File: config.mk
export PLATFORM = sky130hd
export DESIGN_NAME = wb_stage
export DESIGN_NICKNAME = d
export VERILOG_FILES = /design/src/rtl/wb_stage.sv
export SDC_FILE = /design/constraint.sdc
export NUM_CORES = 1
export LEC_CHECK = 0
export CORE_ASPECT_RATIO = 1.25
export CORE_UTILIZATION = 30
export CTS_BUF_LIST = sky130_fd_sc_hd__clkbuf_8
export DETAILED_ROUTE_END_ITERATION = 7
export PLACE_DENSITY = 0.64
export SYNTH_ARGS = -nofsm -noshare
export SYNTH_HDL_FRONTEND = slang
export SYNTH_SLANG_ARGS = --single-unit
File: constraint.sdc
create_clock -name clk -period 2.25 [get_ports clk]
set_input_delay 0.5625 -clock clk [delete_from_list [all_inputs] [get_ports clk]]
set_output_delay 0.5625 -clock clk [all_outputs]
set_load 0.01 [all_outputs]
File: src/rtl/wb_stage.sv
// wb_stage: final pipeline stage. Registers the execute-stage result, control
// word and instruction, collects load data from data memory via a ready
// strobe, and drives the register-file write port.
//
// Ports:
//   clk          in   system clock
//   sync_rst     in   synchronous reset, active-high
//   clk_en       in   pipeline advance (already qualified with !stall upstream)
//   ctr_word_in  in   [0] wr_en, [1] src_mem, [3:2] rd_sel, [4] halt
//   inst_bus     in   instruction word from execute
//   alu_res      in   execute ALU result
//   mem_rdata    in   data-memory read data, valid while mem_ready=1
//   mem_ready    in   data-memory read-data-valid strobe
//   reg_we       out  register-file write enable
//   rd_addr      out  destination register
//   write_in     out  write data
//   stall        out  hold the whole pipeline while a load is outstanding
//   halted       out  sticky halt
//   mem_err      out  sticky load-timeout flag
module wb_stage #(
   parameter int unsigned MEM_TIMEOUT = 255
) (
   input  logic        clk,
   input  logic        sync_rst,
   input  logic        clk_en,
   input  logic [4:0]  ctr_word_in,
   input  logic [15:0] inst_bus,
   input  logic [7:0]  alu_res,
   input  logic [7:0]  mem_rdata,
   input  logic        mem_ready,
   output logic        reg_we,
   output logic [3:0]  rd_addr,
   output logic [7:0]  write_in,
   output logic        stall,
   output logic        halted,
   output logic        mem_err
);

   localparam int unsigned CTR_W  = 5;
   localparam int unsigned INST_W = 12;
   localparam int unsigned DATA_W = 8;
   localparam int unsigned ADDR_W = 4;
   localparam int unsigned CNT_W  = 8;

   typedef enum logic [1:0] {
      S_IDLE = 2'd0,
      S_WAIT = 2'd1,
      S_HELD = 2'd2
   } state_e;

   // Pipeline register; inst[15:12] is never decoded so it is not stored.
   logic [CTR_W-1:0]  ctr_q;
   logic [INST_W-1:0] inst_q;
   logic [DATA_W-1:0] alu_q;

   logic unused_inst;
   assign unused_inst = ^inst_bus[15:12];

   // Load FSM and supporting state
   state_e            state_q, state_d;
   logic [CNT_W-1:0]  cnt_q, cnt_d;
   logic [DATA_W-1:0] hold_q, hold_d;
   logic              halted_q, halted_d;
   logic              mem_err_q, mem_err_d;

   logic              stall_c;
   logic              err_set_c;
   logic [DATA_W-1:0] ld_data_c;
   logic              is_load_c;
   logic [1:0]        rd_sel_c;

   assign is_load_c = ctr_q[1] & ctr_q[0];
   assign rd_sel_c  = ctr_q[3:2];

   // Pipeline register: reset wins regardless of clk_en
   always_ff @(posedge clk) begin
      if (sync_rst) begin
         ctr_q  <= '0;
         inst_q <= '0;
         alu_q  <= '0;
      end else if (clk_en) begin
         ctr_q  <= ctr_word_in;
         inst_q <= inst_bus[INST_W-1:0];
         alu_q  <= alu_res;
      end
   end

   // FSM, counter, hold and sticky flag registers
   always_ff @(posedge clk) begin
      if (sync_rst) begin
         state_q   <= S_IDLE;
         cnt_q     <= '0;
         hold_q    <= '0;
         halted_q  <= 1'b0;
         mem_err_q <= 1'b0;
      end else begin
         state_q   <= state_d;
         cnt_q     <= cnt_d;
         hold_q    <= hold_d;
         halted_q  <= halted_d;
         mem_err_q <= mem_err_d;
      end
   end

   // Load FSM next-state and stall. stall never looks at clk_en, which keeps
   // the upstream clk_en = run & !stall path free of combinational loops.
   // A load that completes on an edge where the pipeline advances has already
   // retired, so it returns to IDLE instead of parking in HELD.
   always_comb begin
      state_d   = state_q;
      cnt_d     = cnt_q;
      hold_d    = hold_q;
      stall_c   = 1'b0;
      err_set_c = 1'b0;
      ld_data_c = hold_q;
      case (state_q)
         S_IDLE: begin
            if (is_load_c) begin
               if (mem_ready) begin
                  ld_data_c = mem_rdata;
                  if (!clk_en) begin
                     hold_d  = mem_rdata;
                     state_d = S_HELD;
                  end
               end else begin
                  stall_c = 1'b1;
                  cnt_d   = CNT_W'(1);
                  state_d = S_WAIT;
               end
            end
         end
         S_WAIT: begin
            if (mem_ready) begin
               ld_data_c = mem_rdata;
               hold_d    = mem_rdata;
               cnt_d     = '0;
               state_d   = clk_en ? S_IDLE : S_HELD;
            end else if (cnt_q >= CNT_W'(MEM_TIMEOUT)) begin
               // Abandon the load: write zero and flag the error
               ld_data_c = '0;
               hold_d    = '0;
               err_set_c = 1'b1;
               cnt_d     = '0;
               state_d   = clk_en ? S_IDLE : S_HELD;
            end else begin
               stall_c = 1'b1;
               cnt_d   = cnt_q + CNT_W'(1);
            end
         end
         S_HELD: begin
            ld_data_c = hold_q;
            if (clk_en) begin
               state_d = S_IDLE;
            end
         end
         default: begin
            state_d = S_IDLE;
         end
      endcase
   end

   // Sticky flags: halt is recorded only when the halting instruction retires
   always_comb begin
      halted_d  = halted_q | (ctr_q[4] & clk_en & ~stall_c);
      mem_err_d = mem_err_q | err_set_c;
   end

   // Destination decode; rd_sel=11 means no write
   always_comb begin
      rd_addr = '0;
      case (rd_sel_c)
         2'b00:   rd_addr = inst_q[3:0];
         2'b01:   rd_addr = inst_q[11:8];
         2'b10:   rd_addr = inst_q[7:4];
         default: rd_addr = ADDR_W'(0);
      endcase
   end

   assign write_in = is_load_c ? ld_data_c : alu_q;
   assign reg_we   = ctr_q[0] & (rd_sel_c != 2'b11) & ~stall_c & ~sync_rst;
   assign stall    = stall_c;
   assign halted   = halted_q;
   assign mem_err  = mem_err_q;

endmodule
==> results.md, run 1 <==
| Parameter | This run | Unit |
|:---|:---|:---|
| Starting Density | 31.7 | % |
| Worst setup path class | reg2out | - |
| Clock slew seen by the registers of the worst setup and hold paths | 0.09 | ns |
| Total core area | 0.00710 | mm2 |
| Top-Level Pins | 57 | - |
| Synth area leader | sky130_fd_sc_hd__dfxtp_1 | - |
| Transition at the pin with the smallest max-transition slack | 0.384 | ns |
| Max_slew headroom | 74.4 | % |
| Detail-routed net length per standard cell | 15.0 | um |
| Number of buffers on the longest clock path | 2 | - |
| Maximum Capacitance Violations | 0 | - |
| Path class of the lowest-slack min-delay path | reg2reg | - |
| Critical Path AT | 1.68 | ns |
| Total placed instance area | 0.00314 | mm2 |
| Iteration-0 DRC count of the detailed router | 92 | - |
| Inserted Clock Buffers | 5 | - |
| Post-synthesis cell type count | 36 | - |
| First-pass GRT wire length | 11.2 | mm |
| First drt pass iteration count | 4 | - |
| Synthesized instance count | 267 | - |
| Maximum VDD drop | 387 | uV |
| Storage element area | 921 | um2 |
| Maximum achievable frequency | 445 | MHz |
| GP Congestion | 0.855 | - |
| Number of synthesis warnings | 0 | - |
| Chip height | 98.8 | um |
| Post-synthesis sequential element count | 45 | - |
| Clock tree sinks | 45 | - |
| Final hold viol count | 0 | - |
| Aggregate global routing overflow | 0 | - |
| Pre-CTS WS | -0.735 | ns |
| CP Launch Type | flop | - |
| Main area contributors after synthesis | sky130_fd_sc_hd__dfxtp_1 (40%), sky130_fd_sc_hd__mux2i_1 (13%), sky130_fd_sc_hd__nor2_1 (7.7%) | - |
| Setup clock skew after layout | 0.0135 | ns |
| Proportion of layout cells with a drive suffix above 1 | 32.5 | % |
| Ant. Diodes | 0 | - |
| Area of the die | 0.00785 | mm2 |
| Least setup slack across all paths after layout | 0.00255 | ns |
| Total power density per cell area | 472 | mW/mm2 |
| Multi-input gate area | 0.00154 | mm2 |
| H-tree lvl count | 2 | - |
| CP endpoint kind | output port | - |
| Tot GR Track Use | 18.1 | % |
| Synthesized area divided by synthesized cell count | 8.43 | um2 |
| Post-Syn Area | 0.00225 | mm2 |
| Part of the Yosys area used for sequential elements | 40.0 | % |
| HPWL after detailed placement | 4.62 | mm |
| Clock Latency Late Sink | 0.31 | ns |
| Largest fanout of any net on the critical path | 8 | - |
| Root buffer selected by CTS | sky130_fd_sc_hd__clkbuf_8 | - |
| Post-layout minimum cycle time | 2.25 | ns |
| Detailed-route DRC error count | 0 | - |
| Fill count | 691 | - |
| Number of standard-cell rows in the floorplan | 34 | - |
| Post-synthesis net count | 309 | - |
| Setup TNS after final layout | 0 | ns |
| Vias in the first global route | 2417 | - |
| Endpoints failing setup | 0 | - |
| PortBufs | 52 | - |
| Final instance area | 0.00357 | mm2 |
| Number of pins exceeding their max-slew limit in the final report | 0 | - |
| Relative area change from synthesis to final layout | 58.8 | % |
| Total via count after detailed routing | 2396 | - |
| Maximum number of pins on one net before global-route repair | 38 | - |
| Vias per cell | 5.29 | - |
| Final Routed Wirelength | 6.78 | mm |
| Portion of the clock cycle consumed by the worst path in the final layout | 99.9 | % |
| Fin nets | 404 | - |
| Outcome | finished, final reports clean | - |
| Required time at the worst-slack endpoint | 1.69 | ns |
| Horizontal extent of the die | 79.5 | um |
| Hold Buf Count CTS | 0 | - |
| Synth top area share | 40.0 | % |
| Initial antenna violation count | 0 | - |
| RSZ-0062 raised after global routing | true | - |
| Clock tree from TritonCTS | yes | - |
| Post-detailed-route count of antenna-violating nets | 0 | - |
| Lkg Pwr | 0.00153 | uW |
[sequential cells by signal, summed over array words and instances (netlist names)]
register and cells:
alu_q 8, cnt_q 8, ctr_q 5, halted 1, hold_q 8, inst_q 12
mem_err 1, state_q 2
[through the flow]
stage               cells  hold WS (ns)  util [%]  total power [uW]
finish                453         0.481      50.3              1690
global route          453         0.503      50.3              1770
CTS                   448         0.496      48.1              1700
detailed placement    436         0.477      44.2              1130
global placement      436         0.451      44.2              1130
floorplan             267         0.460         -               979
[cells in the mapped netlist]
| library cell | count |
|---|---|
| sky130_fd_sc_hd__o21ai_0 | 14 |
| sky130_fd_sc_hd__a211o_1 | 1 |
| sky130_fd_sc_hd__a21oi_1 | 14 |
| sky130_fd_sc_hd__ha_1 | 1 |
| sky130_fd_sc_hd__a21o_1 | 6 |
| sky130_fd_sc_hd__a221oi_1 | 8 |
| sky130_fd_sc_hd__a2111o_1 | 1 |
| sky130_fd_sc_hd__a32oi_1 | 5 |
| sky130_fd_sc_hd__and3_1 | 5 |
| sky130_fd_sc_hd__nor3b_1 | 5 |
| sky130_fd_sc_hd__or4_1 | 1 |
| sky130_fd_sc_hd__nor2_1 | 46 |
| sky130_fd_sc_hd__nand3b_1 | 4 |
| sky130_fd_sc_hd__a22oi_1 | 1 |
| sky130_fd_sc_hd__and2_1 | 2 |
| sky130_fd_sc_hd__nor3_1 | 1 |
| sky130_fd_sc_hd__mux2i_1 | 29 |
| sky130_fd_sc_hd__nor2b_1 | 6 |
| sky130_fd_sc_hd__a41oi_2 | 1 |
| sky130_fd_sc_hd__or3b_4 | 1 |
| sky130_fd_sc_hd__or3_1 | 1 |
| sky130_fd_sc_hd__dfxtp_1 | 45 |
| sky130_fd_sc_hd__nand2_1 | 19 |
| sky130_fd_sc_hd__nand4b_1 | 1 |
| sky130_fd_sc_hd__clkbuf_1 | 10 |
| sky130_fd_sc_hd__buf_2 | 5 |
| sky130_fd_sc_hd__nand3_1 | 5 |
| sky130_fd_sc_hd__a311oi_1 | 2 |
| sky130_fd_sc_hd__or2_2 | 1 |
| sky130_fd_sc_hd__buf_1 | 1 |
| sky130_fd_sc_hd__and4_1 | 2 |
| sky130_fd_sc_hd__inv_1 | 3 |
| sky130_fd_sc_hd__o311ai_1 | 1 |
| sky130_fd_sc_hd__nand4_1 | 1 |
| sky130_fd_sc_hd__a31oi_1 | 16 |
| sky130_fd_sc_hd__nand2b_1 | 2 |
[final cells by class]
class,count,area share [%]
Multi-Input combinational cell,203,43.0
Timing Repair Buffer,104,24.9
Clock buffer,7,2.70
Inverter,3,0.315
Sequential cell,45,25.8
Tap cell,90,3.15
Clock inverter,1,0.140
[cells by family after synthesis]
group | synth area share [%]
muxes | 12.9
AOI/OAI and AO/OA | 20.9
and+or+nand+nor | 22.2
DFF | 40.0
buffers and inverters | 3.45
adders and majority gates | 0.556
[cells in the final DEF, fill, tap and decap left out, types with 8 or more instances in the layout]
cell type	synthesis	layout
sky130_fd_sc_hd__nor2_1	46	45
sky130_fd_sc_hd__clkdlybuf4s50_1	0	37
sky130_fd_sc_hd__buf_4	0	47
sky130_fd_sc_hd__a221oi_2	0	8
sky130_fd_sc_hd__mux2i_1	29	29
sky130_fd_sc_hd__o21ai_0	14	14
sky130_fd_sc_hd__nand2_1	19	18
sky130_fd_sc_hd__a31oi_1	16	13
sky130_fd_sc_hd__dfxtp_1	45	37
sky130_fd_sc_hd__buf_2	5	9
sky130_fd_sc_hd__a21oi_1	14	9
[routing by layer]
layer | part of all wire, % | vias up | global-route usage, %
met5 | 0 | - | 0
li1 | - | 1165 | -
met4 | 2.2 | 0 | 8.67
met2 | 49 | 73 | 30.2
met1 | 43 | 1149 | 21.6
met3 | 5.4 | 9 | 3.98
[path summary, 6_finish.rpt]
check	startpoint	end	slack (ns)	cells past startpoint
setup / recovery	cnt_q[1]	write_in[3]	0.003	7
setup reg to reg	state_q[0]	cnt_q[5]	0.60	4
hold / removal	mem_err	mem_err	0.48	2
hold reg to reg	mem_err	mem_err	0.48	2
[worst max-delay path, cell delays in order, from the launching register on]
cell and delay (ns):
sky130_fd_sc_hd__dfxtp_2 0.36, sky130_fd_sc_hd__ha_4 0.15, sky130_fd_sc_hd__nand3_4 0.09, sky130_fd_sc_hd__nand2b_4 0.22, sky130_fd_sc_hd__buf_6 0.14, sky130_fd_sc_hd__a32oi_2 0.19
sky130_fd_sc_hd__a21oi_2 0.07, sky130_fd_sc_hd__buf_2 0.14
[timing repair]
item,in CTS,in global routing
pin swaps,11,14
setup buffers,4,5
endpoints found under the setup margin,14,13
gates resized for setup,75,37
[power breakdown]
part,switching (uW),total (uW),internal [uW],leakage [uW]
logic,123,271,148,0.00110
registers,22.9,846,823,0.000373
clock network,290,569,278,0.0000542
total,437,1690,1250,0.00153
Note: power is estimated with default switching activity, not from simulation.
==> inputs of run 2 (changes only) <==
--- a/config.mk
+++ b/config.mk
@@ -6,10 +6,12 @@
 export NUM_CORES = 1
 export LEC_CHECK = 0
 export CORE_ASPECT_RATIO = 1.25
+export CORE_MARGIN = 4
 export CORE_UTILIZATION = 30
 export CTS_BUF_LIST = sky130_fd_sc_hd__clkbuf_8
+export CTS_CLUSTER_SIZE = 8
 export DETAILED_ROUTE_END_ITERATION = 7
-export PLACE_DENSITY = 0.64
+export PLACE_DENSITY = 0.66
 export SYNTH_ARGS = -nofsm -noshare
 export SYNTH_HDL_FRONTEND = slang
 export SYNTH_SLANG_ARGS = --single-unit
==> constraint.sdc (replaced) <==
create_clock -name clk -period 1.85 [get_ports clk]
set_input_delay 0.4625 -clock clk [delete_from_list [all_inputs] [get_ports clk]]
set_output_delay 0.4625 -clock clk [all_outputs]
set_load 0.01 [all_outputs]
==> results.md, run 2 (synthesis gave the netlist of run 1 again) <==
| Parameter | This run | Unit |
|:---|:---|:---|
| Outcome | finished with violations | - |
| Failing checks | setup timing | - |
| Final hold viol count | 0 | - |
| Final Routed Wirelength | 7.26 | mm |
| Post-layout minimum cycle time | 2.08 | ns |
| Lkg Pwr | 0.00158 | uW |
| Clock tree sinks | 45 | - |
| Worst-case reg-to-reg path depth | 6 | - |
| Initial antenna violation count | 0 | - |
| Detailed-route DRC error count | 0 | - |
| Chip height | 105 | um |
| First drt pass iteration count | 4 | - |
| Most common cell after layout, fill and taps aside | sky130_fd_sc_hd__buf_4 | - |
| Top-Level Pins | 57 | - |
| Relative area change from synthesis to final layout | 65.7 | % |
| Most flop-heavy register | inst_q | - |
| Post-detailed-route count of antenna-violating nets | 0 | - |
| Path class of the lowest-slack min-delay path | reg2reg | - |
| Vias in the first global route | 2578 | - |
| Fin nets | 417 | - |
| CP endpoint kind | output port | - |
| Maximum number of pins on one net before global-route repair | 38 | - |
| Root buffer selected by CTS | sky130_fd_sc_hd__clkbuf_8 | - |
| Least setup slack across all paths after layout | -0.225 | ns |
| Critical Path AT | 1.61 | ns |
| Commonest non-fill, non-tap cells in the layout | sky130_fd_sc_hd__buf_4 (59), sky130_fd_sc_hd__nor2_1 (43), sky130_fd_sc_hd__dfxtp_1 (36), sky130_fd_sc_hd__clkdlybuf4s50_1 (35), sky130_fd_sc_hd__mux2i_1 (28) | - |
| Total via count after detailed routing | 2437 | - |
| Tot GR Track Use | 16.4 | % |
| Number of standard-cell rows in the floorplan | 35 | - |
| GP Congestion | 0.795 | - |
| Number of pins exceeding their max-slew limit in the final report | 0 | - |
| Clock slew seen by the registers of the worst setup and hold paths | 0.09 | ns |
| Aggregate global routing overflow | 0 | - |
| Total core area | 0.00736 | mm2 |
| Crit Reg-Reg Endpoint | cnt_q[5] | - |
| Horizontal extent of the die | 85.5 | um |
| Iteration-0 DRC count of the detailed router | 57 | - |
| Maximum achievable frequency | 482 | MHz |
| Hold Buf Count CTS | 0 | - |
| Worst setup path class | reg2out | - |
| Setup clock skew after layout | 0.00817 | ns |
| CP Launch Type | flop | - |
| Clock Latency Late Sink | 0.30 | ns |
| Pre-CTS WS | -0.953 | ns |
| Total power density per cell area | 603 | mW/mm2 |
| Setup TNS after final layout | -1.84 | ns |
| Filler-free cell count of the finished design | 468 | - |
| Vias per cell | 5.21 | - |
| Reg2Reg Launch Point | state_q[1] | - |
| Fill count | 702 | - |
| Transition at the pin with the smallest max-transition slack | 0.390 | ns |
| Detail-routed net length per standard cell | 15.5 | um |
| HPWL after detailed placement | 4.98 | mm |
| Maximum VDD drop | 477 | uV |
| Area of the die | 0.00896 | mm2 |
| Hold path depth | 1 | - |
| FF-to-FF setup slack | -0.02 | ns |
| Maximum Capacitance Violations | 0 | - |
| Worst min-delay path startpoint | cnt_q[6] | - |
| Portion of the clock cycle consumed by the worst path in the final layout | 112 | % |
| Clock tree from TritonCTS | yes | - |
| Largest fanout of any net on the critical path | 5 | - |
| Max_slew headroom | 74.0 | % |
| Number of buffers on the longest clock path | 2 | - |
| Endpoints failing setup | 12 | - |
| PortBufs | 52 | - |
| Inserted Clock Buffers | 5 | - |
| Starting Density | 30.6 | % |
| First-pass GRT wire length | 11.9 | mm |
| RSZ-0062 raised after global routing | true | - |
| Number of flip-flops under the largest register name | 12 | - |
| Ant. Diodes | 0 | - |
| Count of placed standard cells including taps | 448 | - |
| Worst hold path endpoint | cnt_q[6] | - |
| Required time at the worst-slack endpoint | 1.39 | ns |
| H-tree lvl count | 2 | - |
| Proportion of layout cells with a drive suffix above 1 | 37.8 | % |
run 2: cell count changes in the layout (fill, tap and decap cells not counted), moves of 3 or more:
cell,before,now
sky130_fd_sc_hd__and3_4,0,3
sky130_fd_sc_hd__and3_1,5,2
sky130_fd_sc_hd__buf_4,47,59
sky130_fd_sc_hd__clkbuf_2,1,4
sky130_fd_sc_hd__dlymetal6s2s_1,4,0
run 2: layer usage:
metal | track usage (%) | share of wire, % | vias up
met5 | 0 | 0 | -
met4 | 7.47 | 3.3 | 0
met3 | 3.63 | 4.5 | 19
met2 | 30.1 | 53 | 61
met1 | 17.6 | 39 | 1157
li1 | - | - | 1200
run 2: worst max-delay path: stages (launching register included):
cell and delay, ns:
sky130_fd_sc_hd__dfxtp_2 0.37, sky130_fd_sc_hd__ha_4 0.15, sky130_fd_sc_hd__nand3_4 0.11, sky130_fd_sc_hd__nand2b_4 0.23
sky130_fd_sc_hd__a32oi_2 0.21, sky130_fd_sc_hd__a21oi_1 0.10, sky130_fd_sc_hd__buf_2 0.15
run 2: timing repair:
action / in CTS / in global routing
pin swaps: 25 / 7
buffers inserted: 11 / 1
hold endpoints to repair: 0 / 0
gates cloned: 1 / 0
endpoints found under the setup margin: 18 / 19
gates resized for setup: 108 / 29
run 2: worst max path at each step:
| stage | endpoint | slack (ns) | start | depth (start not counted) |
|---|---|---|---|---|
| floorplan | reg_we | -0.05 | cnt_q[0] | 4 |
| global placement | write_in[6] | -0.92 | mem_ready | 6 |
| detailed placement | write_in[6] | -0.95 | mem_ready | 6 |
| CTS | write_in[5] | -0.20 | cnt_q[1] | 6 |
| global route | write_in[7] | -0.28 | cnt_q[1] | 6 |
| finish | write_in[5] | -0.23 | cnt_q[1] | 6 |
run 2: where the power goes:
group | leakage [uW] | switching (uW) | total, uW | internal (uW)
Combinational | 0.00114 | 156 | 340 | 184
Clock | 0.0000681 | 344 | 880 | 536
Sequential | 0.000374 | 27.7 | 1030 | 999
run 2: layout make-up:
type / count / area (um2) / share of cell area (%)
Multi-Input combinational cell: 204 / 1580 / 42.3
Tap cell: 92 / 115 / 3.09
Timing Repair Buffer: 116 / 966 / 25.9
Sequential cell: 45 / 925 / 24.8
Clock buffer: 5 / 68.8 / 1.85
Inverter: 3 / 11.3 / 0.302
Clock inverter: 3 / 65.1 / 1.75
run 2: stage by stage:
step / hold slack [ns] / area (um2) / utilization [%] / power, uW
6_report: 0.484 / 3730 / 50.7 / 2250
5_1_grt: 0.512 / 3730 / 50.7 / 2330
4_1_cts: 0.488 / 3650 / 49.7 / 2260
3_5_place_dp: 0.474 / 3240 / 44.1 / 1390
3_3_place_gp: 0.466 / 3240 / 44.1 / 1380
2_1_floorplan: 0.460 / 2270 / - / 1190
